File: src/rtl/multicycle_control_unit_if.sv
// rtl/multicycle_control_unit_if.sv - control unit handshake/control bundle
interface multicycle_control_unit_if #(
    parameter int CNT_W = 64
);
    logic [31:0]      instr;
    logic             zero;
    logic             imem_ready;
    logic             dmem_ready;
    logic             imem_req;
    logic             ir_write;
    logic             dmem_req;
    logic             mem_read;
    logic             mem_write;
    logic             reg_write;
    logic             mem_to_reg;
    logic             alu_src;
    logic [1:0]       alu_op;
    logic             word_op;
    logic             pc_write;
    logic             pc_sel;
    logic             retire;
    logic             trap;
    logic [1:0]       trap_cause;
    logic [2:0]       state;
    logic [CNT_W-1:0] instret;

    // Controller side
    modport master (
        input  instr, zero, imem_ready, dmem_ready,
        output imem_req, ir_write, dmem_req, mem_read, mem_write, reg_write,
               mem_to_reg, alu_src, alu_op, word_op, pc_write, pc_sel,
               retire, trap, trap_cause, state, instret
    );

    // Datapath / memory side
    modport slave (
        output instr, zero, imem_ready, dmem_ready,
        input  imem_req, ir_write, dmem_req, mem_read, mem_write, reg_write,
               mem_to_reg, alu_src, alu_op, word_op, pc_write, pc_sel,
               retire, trap, trap_cause, state, instret
    );
endinterface

File: src/rtl/multicycle_control_unit.sv
// rtl/multicycle_control_unit.sv - multi-cycle RV64 control FSM with memory timeout and instret
module multicycle_control_unit #(
    parameter bit ENABLE_W    = 1'b1,
    parameter int MEM_TIMEOUT = 16,
    parameter int CNT_W       = 64
) (
    input  logic                        clk,
    input  logic                        rst_n,
    multicycle_control_unit_if.master   bus
);

    typedef enum logic [2:0] {
        S_FETCH  = 3'd0,
        S_DECODE = 3'd1,
        S_EXEC   = 3'd2,
        S_MEM    = 3'd3,
        S_WB     = 3'd4,
        S_TRAP   = 3'd5
    } state_t;

    // C_ILL is encoding 0 so a reset class reads as "nothing decoded"
    typedef enum logic [2:0] {
        C_ILL = 3'd0,
        C_R   = 3'd1,
        C_I   = 3'd2,
        C_LD  = 3'd3,
        C_ST  = 3'd4,
        C_BR  = 3'd5,
        C_RW  = 3'd6,
        C_IW  = 3'd7
    } cls_t;

    localparam int WAIT_W = (MEM_TIMEOUT > 1) ? $clog2(MEM_TIMEOUT) : 1;
    localparam logic [WAIT_W-1:0] WAIT_LAST = WAIT_W'((MEM_TIMEOUT > 0) ? MEM_TIMEOUT - 1 : 0);

    state_t             state_q, state_d;
    cls_t               cls_q, cls_d, dec_cls;
    logic               bne_q, bne_d;
    logic [WAIT_W-1:0]  wait_q, wait_d;
    logic [CNT_W-1:0]   instret_q, instret_d;
    logic               trap_q, trap_d;
    logic [1:0]         cause_q, cause_d;
    logic               timeout_hit;

    logic       imem_req, ir_write, dmem_req, mem_read, mem_write;
    logic       reg_write, mem_to_reg, alu_src, word_op;
    logic       pc_write, pc_sel, retire;
    logic [1:0] alu_op;

    // Classify the opcode held in the instruction register
    always_comb begin
        dec_cls = C_ILL;
        case (bus.instr[6:0])
            7'b0110011: dec_cls = C_R;
            7'b0010011: dec_cls = C_I;
            7'b0000011: dec_cls = C_LD;
            7'b0100011: dec_cls = C_ST;
            7'b1100011: dec_cls = (bus.instr[14:13] == 2'b00) ? C_BR : C_ILL;
            7'b0111011: dec_cls = ENABLE_W ? C_RW : C_ILL;
            7'b0011011: dec_cls = ENABLE_W ? C_IW : C_ILL;
            default:    dec_cls = C_ILL;
        endcase
    end

    // Timeout fires only on the last permitted wait cycle; a ready in that cycle still wins
    assign timeout_hit = (MEM_TIMEOUT != 0) && (wait_q == WAIT_LAST);

    // Next-state and control outputs
    always_comb begin
        state_d    = state_q;
        cls_d      = cls_q;
        bne_d      = bne_q;
        wait_d     = wait_q;
        trap_d     = trap_q;
        cause_d    = cause_q;
        imem_req   = 1'b0;
        ir_write   = 1'b0;
        dmem_req   = 1'b0;
        mem_read   = 1'b0;
        mem_write  = 1'b0;
        reg_write  = 1'b0;
        mem_to_reg = 1'b0;
        alu_src    = 1'b0;
        alu_op     = 2'b00;
        word_op    = 1'b0;
        pc_write   = 1'b0;
        pc_sel     = 1'b0;
        retire     = 1'b0;
        case (state_q)
            S_FETCH: begin
                imem_req = 1'b1;
                if (bus.imem_ready) begin
                    ir_write = 1'b1;
                    state_d  = S_DECODE;
                end else if (timeout_hit) begin
                    state_d = S_TRAP;
                    trap_d  = 1'b1;
                    cause_d = 2'b10;
                end else begin
                    wait_d = wait_q + WAIT_W'(1);
                end
            end
            S_DECODE: begin
                cls_d = dec_cls;
                bne_d = bus.instr[12];
                if (dec_cls == C_ILL) begin
                    state_d = S_TRAP;
                    trap_d  = 1'b1;
                    cause_d = 2'b01;
                end else begin
                    state_d = S_EXEC;
                end
            end
            S_EXEC: begin
                case (cls_q)
                    C_R: begin
                        alu_op  = 2'b10;
                        state_d = S_WB;
                    end
                    C_RW: begin
                        alu_op  = 2'b10;
                        word_op = 1'b1;
                        state_d = S_WB;
                    end
                    C_I: begin
                        alu_src = 1'b1;
                        alu_op  = 2'b11;
                        state_d = S_WB;
                    end
                    C_IW: begin
                        alu_src = 1'b1;
                        alu_op  = 2'b11;
                        word_op = 1'b1;
                        state_d = S_WB;
                    end
                    C_LD, C_ST: begin
                        alu_src = 1'b1;
                        state_d = S_MEM;
                        wait_d  = '0;
                    end
                    C_BR: begin
                        alu_op   = 2'b01;
                        pc_write = 1'b1;
                        retire   = 1'b1;
                        pc_sel   = bne_q ? ~bus.zero : bus.zero;
                        state_d  = S_FETCH;
                        wait_d   = '0;
                    end
                    default: begin
                        state_d = S_TRAP;
                        trap_d  = 1'b1;
                        cause_d = 2'b01;
                    end
                endcase
            end
            S_MEM: begin
                dmem_req  = 1'b1;
                mem_read  = (cls_q == C_LD);
                mem_write = (cls_q == C_ST);
                if (bus.dmem_ready) begin
                    if (cls_q == C_LD) begin
                        state_d = S_WB;
                    end else begin
                        pc_write = 1'b1;
                        retire   = 1'b1;
                        state_d  = S_FETCH;
                        wait_d   = '0;
                    end
                end else if (timeout_hit) begin
                    state_d = S_TRAP;
                    trap_d  = 1'b1;
                    cause_d = 2'b11;
                end else begin
                    wait_d = wait_q + WAIT_W'(1);
                end
            end
            S_WB: begin
                reg_write  = 1'b1;
                mem_to_reg = (cls_q == C_LD);
                pc_write   = 1'b1;
                retire     = 1'b1;
                state_d    = S_FETCH;
                wait_d     = '0;
            end
            S_TRAP: begin
                state_d = S_TRAP;
            end
            default: begin
                state_d = S_FETCH;
                wait_d  = '0;
            end
        endcase
    end

    assign instret_d = instret_q + {{(CNT_W-1){1'b0}}, retire};

    // State and counter registers with synchronous active-low reset
    always_ff @(posedge clk) begin
        if (!rst_n) begin
            state_q   <= S_FETCH;
            cls_q     <= C_ILL;
            bne_q     <= 1'b0;
            wait_q    <= '0;
            instret_q <= '0;
            trap_q    <= 1'b0;
            cause_q   <= 2'b00;
        end else begin
            state_q   <= state_d;
            cls_q     <= cls_d;
            bne_q     <= bne_d;
            wait_q    <= wait_d;
            instret_q <= instret_d;
            trap_q    <= trap_d;
            cause_q   <= cause_d;
        end
    end

    assign bus.imem_req   = imem_req;
    assign bus.ir_write   = ir_write;
    assign bus.dmem_req   = dmem_req;
    assign bus.mem_read   = mem_read;
    assign bus.mem_write  = mem_write;
    assign bus.reg_write  = reg_write;
    assign bus.mem_to_reg = mem_to_reg;
    assign bus.alu_src    = alu_src;
    assign bus.alu_op     = alu_op;
    assign bus.word_op    = word_op;
    assign bus.pc_write   = pc_write;
    assign bus.pc_sel     = pc_sel;
    assign bus.retire     = retire;
    assign bus.trap       = trap_q;
    assign bus.trap_cause = cause_q;
    assign bus.state      = state_q;
    assign bus.instret    = instret_q;

endmodule

File: src/flat_wrapper.sv
// flat-port wrapper written by rule: the top's interface ports become plain ports
module multicycle_control_unit_flat 
#(
    parameter bit ENABLE_W    = 1'b1,
    parameter int MEM_TIMEOUT = 16,
    parameter int CNT_W       = 64
)
  (clk, rst_n, bus_instr, bus_zero, bus_imem_ready, bus_dmem_ready, bus_imem_req, bus_ir_write, bus_dmem_req, bus_mem_read, bus_mem_write, bus_reg_write, bus_mem_to_reg, bus_alu_src, bus_alu_op, bus_word_op, bus_pc_write, bus_pc_sel, bus_retire, bus_trap, bus_trap_cause, bus_state, bus_instret);
  multicycle_control_unit_if #(.CNT_W(CNT_W)) bus_i ();
  input  logic clk;
  input  logic rst_n;
  input wire logic [$bits(bus_i.instr)-1:0] bus_instr;
  input wire logic [$bits(bus_i.zero)-1:0] bus_zero;
  input wire logic [$bits(bus_i.imem_ready)-1:0] bus_imem_ready;
  input wire logic [$bits(bus_i.dmem_ready)-1:0] bus_dmem_ready;
  output wire logic [$bits(bus_i.imem_req)-1:0] bus_imem_req;
  output wire logic [$bits(bus_i.ir_write)-1:0] bus_ir_write;
  output wire logic [$bits(bus_i.dmem_req)-1:0] bus_dmem_req;
  output wire logic [$bits(bus_i.mem_read)-1:0] bus_mem_read;
  output wire logic [$bits(bus_i.mem_write)-1:0] bus_mem_write;
  output wire logic [$bits(bus_i.reg_write)-1:0] bus_reg_write;
  output wire logic [$bits(bus_i.mem_to_reg)-1:0] bus_mem_to_reg;
  output wire logic [$bits(bus_i.alu_src)-1:0] bus_alu_src;
  output wire logic [$bits(bus_i.alu_op)-1:0] bus_alu_op;
  output wire logic [$bits(bus_i.word_op)-1:0] bus_word_op;
  output wire logic [$bits(bus_i.pc_write)-1:0] bus_pc_write;
  output wire logic [$bits(bus_i.pc_sel)-1:0] bus_pc_sel;
  output wire logic [$bits(bus_i.retire)-1:0] bus_retire;
  output wire logic [$bits(bus_i.trap)-1:0] bus_trap;
  output wire logic [$bits(bus_i.trap_cause)-1:0] bus_trap_cause;
  output wire logic [$bits(bus_i.state)-1:0] bus_state;
  output wire logic [$bits(bus_i.instret)-1:0] bus_instret;
  assign bus_i.instr = bus_instr;
  assign bus_i.zero = bus_zero;
  assign bus_i.imem_ready = bus_imem_ready;
  assign bus_i.dmem_ready = bus_dmem_ready;
  assign bus_imem_req = bus_i.imem_req;
  assign bus_ir_write = bus_i.ir_write;
  assign bus_dmem_req = bus_i.dmem_req;
  assign bus_mem_read = bus_i.mem_read;
  assign bus_mem_write = bus_i.mem_write;
  assign bus_reg_write = bus_i.reg_write;
  assign bus_mem_to_reg = bus_i.mem_to_reg;
  assign bus_alu_src = bus_i.alu_src;
  assign bus_alu_op = bus_i.alu_op;
  assign bus_word_op = bus_i.word_op;
  assign bus_pc_write = bus_i.pc_write;
  assign bus_pc_sel = bus_i.pc_sel;
  assign bus_retire = bus_i.retire;
  assign bus_trap = bus_i.trap;
  assign bus_trap_cause = bus_i.trap_cause;
  assign bus_state = bus_i.state;
  assign bus_instret = bus_i.instret;
  multicycle_control_unit #(.ENABLE_W(ENABLE_W), .MEM_TIMEOUT(MEM_TIMEOUT), .CNT_W(CNT_W)) u_core (.clk(clk), .rst_n(rst_n), .bus(bus_i));
endmodule
File: config.mk
export PLATFORM = sky130hd
export DESIGN_NAME = multicycle_control_unit_flat
export DESIGN_NICKNAME = d
export VERILOG_FILES = /design/src/rtl/multicycle_control_unit_if.sv /design/src/rtl/multicycle_control_unit.sv /design/src/flat_wrapper.sv
export SDC_FILE = /design/constraint.sdc
export NUM_CORES = 1
export LEC_CHECK = 0
export BUFFER_PORTS_ARGS = -buffer_cell sky130_fd_sc_hd__buf_2
export CORE_MARGIN = 2
export CORE_UTILIZATION = 51
export DETAILED_ROUTE_END_ITERATION = 8
export PLACE_DENSITY = 0.79
export SYNTH_ARGS = -nofsm -noshare
export SYNTH_HDL_FRONTEND = slang
export SYNTH_SLANG_ARGS = --single-unit
File: constraint.sdc
create_clock -name clk -period 3.77 [get_ports clk]
set_input_delay 0.5655 -clock clk [delete_from_list [all_inputs] [get_ports clk]]
set_output_delay 0.5655 -clock clk [all_outputs]
set_load 0.02 [all_outputs]
==> Word level (Yosys, flattened, before mapping) <==
Cells that the tools add are included.
{ "classes": {"n_reduce_logical": 16, "n_bitwise": 2, "add_sub_neg": 2, "eq_ne": 28, "n_mux": 49} }
{ "op_table": {"columns": ["op", "count"], "rows": [
  ["adder 64 x 1 -> 64 bit", 1],
  ["2-to-1 mux 1 bit", 23],
  ["equality test 7 x 6 -> 1 bit, second input constant", 3],
  ["one-hot mux 3 bit (7 select lines)", 1],
  ["2-to-1 mux 4 bit", 5],
  ["equality test 3 bit, second input constant", 6],
  ["2-to-1 mux 3 bit", 6],
  ["one-hot mux 4 bit (4 select lines)", 1],
  ["one-hot mux 3 bit (5 select lines)", 1],
  ["equality test 7 x 5 -> 1 bit, second input constant", 2],
  ["2-to-1 mux 2 bit", 7],
  ["equality test 3 x 2 -> 1 bit, second input constant", 4],
  ["OR reduction 2 bit", 5],
  ["one-hot mux 3 bit (3 select lines)", 1],
  ["inequality test 2 bit, second input constant", 4],
  ["one-hot mux 2 bit (4 select lines)", 1],
  ["OR reduction 4 bit", 2],
  ["equality test 7 x 2 -> 1 bit, second input constant", 1],
  ["equality test 7 bit, second input constant", 1],
  ["AND reduction 7 bit", 1],
  ["OR reduction 7 bit", 1],
  ["equality test 3 x 1 -> 1 bit, second input constant", 2],
  ["zero test 3 bit", 2],
  ["inequality test 2 x 1 -> 1 bit, second input constant", 3],
  ["other kinds (12)", 13]
]} }
{ "totals": {"ff_bits": 78, "inputBits": 37} }

==> Depth between registers and ports, before layout <==
Gate-level depths: netlist of the first run.
{ "logic_depth": {"word_depth": 6, "mapped_depth": 14, "ltp_nobuf": 12} }

==> Least setup slack after synthesis of the first run <==
OpenSTA, ideal clock, no wires.
{ "synth_timing": {"path_type": "flip-flop to flip-flop", "start": "register u_core.state_q[0] (netlist: u_core.bus.state[0])", "end": "register u_core.instret_q[44] (netlist: u_core.bus.instret[44])", "path_stages_with_launch": 13, "t_arrival_ns": 3.318, "slack_ns": 0.382, "setup_time_ns": 0.070, "cell_sequence": "dfxtp_1 -> clkbuf_1 -> nand3_1 -> inv_1 -> nand2_1 -> a21oi_1 -> or3_1 -> ha_1 -> nand4_1 -> nor4_4 -> nand3_1 -> or4_1 -> a21oi_1"} }
{ "synth_between": {"elab_chain_len": 3} }
{ "synth_lines": {"columns": ["element", "line_no", "rtl"], "rows": [
  ["start, declared", "multicycle_control_unit.sv:36", "state_t state_q, state_d;"],
  ["start signal, assigned", "multicycle_control_unit.sv:208", "state_q <= state_d;"],
  ["equality test 3 bit / equality test 3 x 2 -> 1 bit (equally long branches)", null, null],
  ["one-hot mux 1 bit (3 select lines) (*)", null, null],
  ["net bus_pc_write", "flat_wrapper.sv:26", "output wire logic [$bits(bus_i.pc_write)-1:0] bus_pc_write;"],
  ["adder 64 x 1 -> 64 bit (*)", "multicycle_control_unit.sv:195", "assign instret_d = instret_q + {{(CNT_W-1){1'b0}}, retire};"],
  ["end signal, assigned", "multicycle_control_unit.sv:212", "instret_q <= instret_d;"],
  ["end, declared", "multicycle_control_unit.sv:40", "logic [CNT_W-1:0] instret_q, instret_d;"]
]} }
The timed path passes the listed nets; every way through them passes the cells marked *.
A chain may end at the register's enable or synchronous reset.

==> Worst setup path in the final report of the first run <==
{ "layout_timing": {"start": "register u_core.state_q[2] (netlist: u_core.bus.state[2])", "end": "register u_core.instret_q[61] (netlist: u_core.bus.instret[61])"} }
{ "layout_between": {"elab_chain_len": 3} }
{ "layout_lines": {"columns": ["element", "line_no", "rtl"], "rows": [
  ["equality test 3 bit / equality test 3 x 2 -> 1 bit (equally long branches)", "multicycle_control_unit.sv:89", "case (state_q)"],
  ["one-hot mux 1 bit (3 select lines) (*)", "multicycle_control_unit.sv:89", null],
  ["adder 64 x 1 -> 64 bit (*)", "multicycle_control_unit.sv:195", null]
]} }
Mark *: on every way between the ends. The rest lies on a longest branch, timed or not.

==> impl_metrics.toml, run 1 <==
[pwr]
power_leakage_nw = 1.940
swShare_pct = 24.56
irDropWorstVdd_mv = 0.2888
internal-power_mw = 1.173
power_frac_seq_pct = 54.0
powerDensity_mw_per_mm2 = 328.7
p_switching_mw = 0.3817
pwr-share-comb_pct = 6.2
p_clk_share_pct = 39.7

[final_layout]
nFillCells = 690
multi_input_area_mm2 = 0.002268
seq_area_mm2 = 0.001562
instances_no_fill = 693
fin_nets = 626
antenna_cells = 0
drive_gt1_share_pct = 22.67
final_cell_area_mm2 = 0.004730
fin_util_pct = 62.17
area_growth_pct = 20.04

[cts]
insertion_delay_ps = 350
cts.path.max_buffers = 2
numCtsBuffers = 9
clk_pin_slew_worst_paths_ps = 80
cts_num_sinks = 78
ctsHoldBuffers = 0
htree_num_levels = 3
clockRootBuffer = "clkbuf_8"
cts_tree = "built"

[place]
port_buffers = 98
placedCellCount = 674
place.gp.congestion = 0.8776
placed_cell_area_mm2 = 0.004516
dpl.hpwl_um = 6671

[synthesis]
synthCells = 488
synth_top_flop_cell = "dfxtp_1"
synth_async_sr_flop_share_pct = 0
synth_cell_types = 48
ys_seq_elements = 78
syn_nets = 528
synth-edff-count = 0
yosysWarnings = 0
ys_seq_area_share_pct = 39.63
synth_area_mm2 = 0.003940
avgSynthCellArea_um2 = 8.074

[die]
die_h_um = 91.90
initial_core_util_pct = 51.79
die-area_mm2 = 0.008445
rows = 32
ios = 121
core_area_mm2 = 0.007607
fp.dieW_um = 91.90

[flow_run]
cap_violations = 0

[timing]
setup_tns_ps = 0
worst_pin_slew_ps = 1172
drv_slew = 0
rsz0062_at_grt = "false"
max_freq_mhz = 305.7
period_minus_slack_ps = 3271
clock_skew_ps = 9.730
finalSetupViolCount = 0
hold_viol = 0
min_period_over_period_pct = 86.77
slew_headroom_pct = 21.77

[hold_path]
hold_path.class = "in2reg"

[setup_path]
cp-end-kind = "register"
worst-setup-path-type = "reg2reg"
crit_path_max_incr_delay_ps = 550
path_cells = "inv_1 -> nand3_1 -> inv_1 -> nand2_1 -> a21oi_1 -> or3_1 -> ha_1 -> nand4_1 -> buf_4 -> nor4_4 -> nand4_2 -> or4_1 -> a21oi_1"
cp_max_fo = 8
crit_slowest_cell = "or4_1"
critical_path_arrival_ps = 3540
worstPathRequired_ps = 4040
critPathLaunchType = "register"

[drt]
met3_length_um = 412
drt_iter0_drc = 156
post-route-drc-count = 0
top_layer_used = "met4"
final_antenna_net_count = 0
routed_wl_um = 9292
drt_first_pass_iters = 4
dr_total_vias = 3897
via_per_inst = 5.623
wl_met1_um = 4224
wl_met2_um = 4501
wl_per_cell_um = 13.41

[global_route]
antenna_found_initial = 0
overflow = 0
grt_max_degree = 70
grt_pass1_vias = 3320
grt_pass1_wl_um = 15300
grt.total_usage_pct = 22.22

[outcome]
status = "completed"
==> sequential cells by signal (all words and copies together), names as in the netlist <==
signal	cells
u_core.bus.state	3
u_core.bus.instret	64
u_core.bus.trap_cause	2
u_core.cls_q	3
u_core.bne_q	1
u_core.bus.trap	1
u_core.wait_q	4
==> area by class of cell <==
cell class / count / area share [%]
Clock buffer: 11 / 2.778
Clock inverter: 5 / 1.270
Inverter: 10 / 0.7937
Multi-Input combinational cell: 382 / 47.96
Sequential cell: 78 / 33.02
Tap cell: 102 / 2.698
Timing Repair Buffer: 105 / 11.48
==> cell families (layout without fill, tap and decap cells) <==
logic type,count (synthesis),after routing,share of synthesized area (%)
adder cells (fa/ha/maj),3,3,0.9528
AND/OR/NAND/NOR,251,251,34.65
buffers and inverters,28,131,2.794
multiplexers,2,2,0.5081
AO/OA/AOI/OAI,88,88,13.02
XOR/XNOR,38,38,8.447
flip-flops,78,78,39.63
==> synth_stat cells (all sizes together) (9+ instances only) <==
master / count / area (um^2)
dfxtp: 78 / 1562
nor2: 64 / 240.2
nand2: 44 / 165.2
a21oi: 35 / 175.2
nand3: 32 / 165.2
xor2: 30 / 262.8
o21ai: 29 / 145.1
or3: 26 / 162.7
nand4: 20 / 152.6
clkbuf: 15 / 56.30
nor3: 12 / 60.06
and3: 10 / 62.56
inv: 9 / 33.78
==> cells in the final DEF, fill, tap and decap left out, types with 3 or more instances in the layout <==
master,instances
ha_1,3
nor2b_1,6
or3_1,26
nand2_1,44
buf_4,7
nor4b_1,3
nor4_1,4
nor4_4,3
nand2b_1,3
nand3b_1,4
nor2_1,64
nand3_1,31
a21oi_1,35
dfxtp_1,78
o21ai_0,29
a211oi_1,3
o21a_1,3
or4_1,6
xnor2_1,8
nand4_1,17
and3_1,10
buf_2,98
and2_1,4
xor2_1,30
inv_1,9
nor3_1,12
o31ai_1,6
clkbuf_8,9
==> power groups by stage <==
stage	Combinational [mW]	Sequential, mW	Clock (mW)
after floorplan	0.0643	0.860	0
after global routing	0.107	0.842	0.664
after CTS	0.0971	0.840	0.635
final	0.0968	0.840	0.618
after global placement	0.0937	0.859	0
after detailed placement	0.0964	0.860	0
==> per-stage QoR <==
stage / setup slack [ps] / total power, mW / hold slack (ps)
final: 498.6 / 1.555 / 452.4
after global routing: 172.4 / 1.613 / 450.8
after CTS: 239.5 / 1.572 / 445.4
after detailed placement: 266.9 / 0.9561 / 466.3
after global placement: 309.6 / 0.9525 / 457.3
after floorplan: 382.0 / 0.9247 / 463.5
==> path summary, 6_finish.rpt <==
kind                            start                       end  slack, ps  depth (start not counted)
max               u_core.bus.state[2]    u_core.bus.instret[61]        500                         13
min                     bus_instr[12]              u_core.bne_q        450                          3
max reg2reg       u_core.bus.state[2]    u_core.bus.instret[61]        500                         13
min reg2reg  u_core.bus.trap_cause[1]  u_core.bus.trap_cause[1]        470                          2
==> worst max-delay path: cells and delay by family (launching register included) <==
kind,cells,cell delay [ps]
adder cells (fa/ha/maj),1,220
buffers and inverters,3,540
flip-flops,1,400
AO/OA/AOI/OAI,2,260
AND/OR/NAND/NOR,7,1760
==> layer usage <==
metal | up-vias | GRT usage (%)
li1 | 1942 | -
met3 | 13 | 4.766
met2 | 98 | 36.64
met1 | 1844 | 28.54
met4 | 0 | 8.458
met5 | - | 0
==> timing repair <==
action                     CTS  global route
gates resized for setup      0             0
setup endpoints to repair    0            16
setup buffers                0             3
No activity file was read; power rests on OpenSTA's default activity.
==> run 2, diff against run 1 <==
- ABC_AREA: unset -> 1
- CORE_UTILIZATION: 51 -> 53
- GPL_TIMING_DRIVEN: unset -> 0
- PLACE_DENSITY: 0.79 -> 0.8
==> run 2 against run 1 <==
Effect of this change:
- via count rose by 34%
- clock power up 13%
- total power increased by 34%
- clock skew grew 4.1 ps
- sequential power up 10%
- combinational power grew to 4.8 times the previous value
- core utilization rose by 1.4 points
- synthesized cell count rose by 51%
- first-iteration DRC count is 110% higher
- critical path depth unchanged
- synthesized area rose by 17%
- critical path type unchanged
- largest cell class unchanged
==> impl_metrics.toml, run 2 <==
[outcome]
status = "completed"

[synthesis]
synth_cell_types = 41
ys_seq_elements = 78
synth.largest_area_cell = "dfxtp_1"
synthCells = 736
syn_nets = 776
synth_area_leaders = "dfxtp_1 (34%), nand2_1 (15%), nor2_1 (8.3%)"
synth.top_cell.area_share_pct = 33.78
yosysWarnings = 0
synthTopCellsByCount = "nand2_1 (183), nor2_1 (102), inv_1 (91)"
synth-edff-count = 0
ys_seq_area_share_pct = 33.78
synth_top_flop_cell = "dfxtp_1"
synth_area_mm2 = 0.004622
synth.most_common_cell = "nand2_1"
synth_async_sr_flop_share_pct = 0
avgSynthCellArea_um2 = 6.280

[die]
rows = 34
die-area_mm2 = 0.009484
initial_core_util_pct = 53.79
ios = 121
fp.dieW_um = 97.39
die_h_um = 97.39
core_area_mm2 = 0.008593

[final_layout]
mostFrequentLayoutCells = "nand2_1 (183), nor2_1 (102), buf_2 (99)"
antenna_cells = 0
drive_gt1_share_pct = 19.65
nFillCells = 882
area_growth_pct = 18.16
largest_reg_flops = 64
final_common_cell = "nand2_1"
fin_nets = 885

[drt]
dr_total_vias = 5216
wl_per_cell_um = 15.25
post-route-drc-count = 0
drt_iter0_drc = 331
final_antenna_net_count = 0
routed_wl_um = 14610
via_per_inst = 5.445
drt_first_pass_iters = 5

[cts]
clockRootBuffer = "clkbuf_8"
cts_setup_buffers = 0
ctsHoldBuffers = 0
cts_tree = "built"
cts_num_sinks = 78
numCtsBuffers = 9
insertion_delay_ps = 360
htree_num_levels = 3
cts.path.max_buffers = 2
post_cts_resized = 0
clk_pin_slew_worst_paths_ps = 80

[pwr]
power_leakage_nw = 2.157
powerDensity_mw_per_mm2 = 382.7
irDropWorstVdd_mv = 0.3822

[timing]
setup_tns_ps = 0
holdWs_ps = 452.9
drv_slew = 0
worst_pin_slew_ps = 715.9
period_minus_slack_ps = 2939
clock_skew_ps = 13.85
finalSetupViolCount = 0
slew_headroom_pct = 52.27
max_freq_mhz = 340.2
rsz0062_at_grt = "false"
hold_viol = 0
min_period_over_period_pct = 77.97

[global_route]
grt_max_degree = 14
grt_pass1_wl_um = 23130
antenna_found_initial = 0
grt.total_usage_pct = 30.43
grt_pass1_vias = 4903
overflow = 0

[setup_path]
cp_max_fo = 6
worst-setup-path-type = "reg2reg"
cp-end-kind = "register"
critical_path_arrival_ps = 3220
worstPathRequired_ps = 4050
critPathLaunchType = "register"

[place]
dpl.hpwl_um = 11740
port_buffers = 98
place.gp.congestion = 0.9520

[hold_path]
hold_path.class = "reg2reg"

[flow_run]
cap_violations = 0
==> run 2: cell types whose count changed after synthesis, sizes merged, moves of 19 or more <==
cell	before	now
a21oi	35	54
inv	9	103
nand2	44	190
nor2	64	121
nor3	12	58
or3	26	0
xor2	30	3
==> run 2: final cells by class <==
| cell class | count | area [um^2] | area share (%) |
|---|---|---|---|
| Multi-Input combinational cell | 545 | 2625 | 48.06 |
| Sequential cell | 78 | 1562 | 28.59 |
| Timing Repair Buffer | 98 | 490.5 | 8.981 |
| Inverter | 105 | 395.4 | 7.239 |
| Tap cell | 108 | 135.1 | 2.474 |
| Clock buffer | 10 | 127.6 | 2.337 |
| Clock inverter | 6 | 86.33 | 1.581 |
| Buffer | 8 | 40.04 | 0.7331 |
==> run 2: report_power, final <==
part | leakage, nW | switching, mW | internal (mW) | total (mW)
clock network | 0.106 | 0.326 | 0.372 | 0.698
logic | 1.42 | 0.311 | 0.153 | 0.464
registers | 0.630 | 0.0529 | 0.876 | 0.928
==> run 2: cell families (layout without fill, tap and decap cells) <==
kind of cell / count (synthesis) / count (layout) / synth area share [%]
flip-flops: 78 / 78 / 33.78
buffers and inverters: 113 / 227 / 9.420
AND/OR/NAND/NOR: 449 / 449 / 44.75
adder cells (fa/ha/maj): 3 / 3 / 0.8122
XOR/XNOR: 6 / 6 / 1.137
AO/OA/AOI/OAI: 87 / 87 / 10.10
==> run 2: metal layers <==
metal / share of wire [%] / vias to the layer above / GRT usage, %
met5: 0 / - / 0
met4: 2.7 / 0 / 11.86
met3: 7.0 / 31 / 4.604
met2: 47 / 204 / 51.99
met1: 43 / 2398 / 38.64
li1: - / 2583 / -
==> run 2: worst max-delay path, cell delays in order (launching register included) <==
cell and delay [ps]:
dfxtp_1 370, inv_2 110, nand2_1 100, nor2_2 220
nand4_1 180, o211ai_1 230, ha_1 240, nand2_2 100
nor2_1 240, nand2_1 180, nor2_2 370, nand3_1 160
or2_0 220, a21oi_1 130
==> run 2: final timing paths <==
| path | start | endpoint | slack [ps] | cells past startpoint |
|---|---|---|---|---|
| worst min register to register | u_core.bus.trap_cause[1] | u_core.bus.trap_cause[1] | 450 | 2 |
| worst max register to register | u_core.bus.state[2] | u_core.bus.instret[44] | 830 | 13 |
| worst min-delay path | u_core.bus.trap_cause[1] | u_core.bus.trap_cause[1] | 450 | 2 |
| worst max-delay path | u_core.bus.state[2] | u_core.bus.instret[44] | 830 | 13 |
==> run 2: through the flow <==
stage          cells  cell area, um^2  power, mW  util, %  worst slack, ps
2_1_floorplan    736             4622      1.277        -            857.6
3_3_place_gp     942             5248      1.383    61.07             1002
3_5_place_dp     942             5248      1.403    61.07            931.8
4_1_cts          958             5461      2.091    63.56            894.0
5_1_grt          958             5461      2.192    63.56            645.6
6_report         958             5461      2.090    63.56            830.5
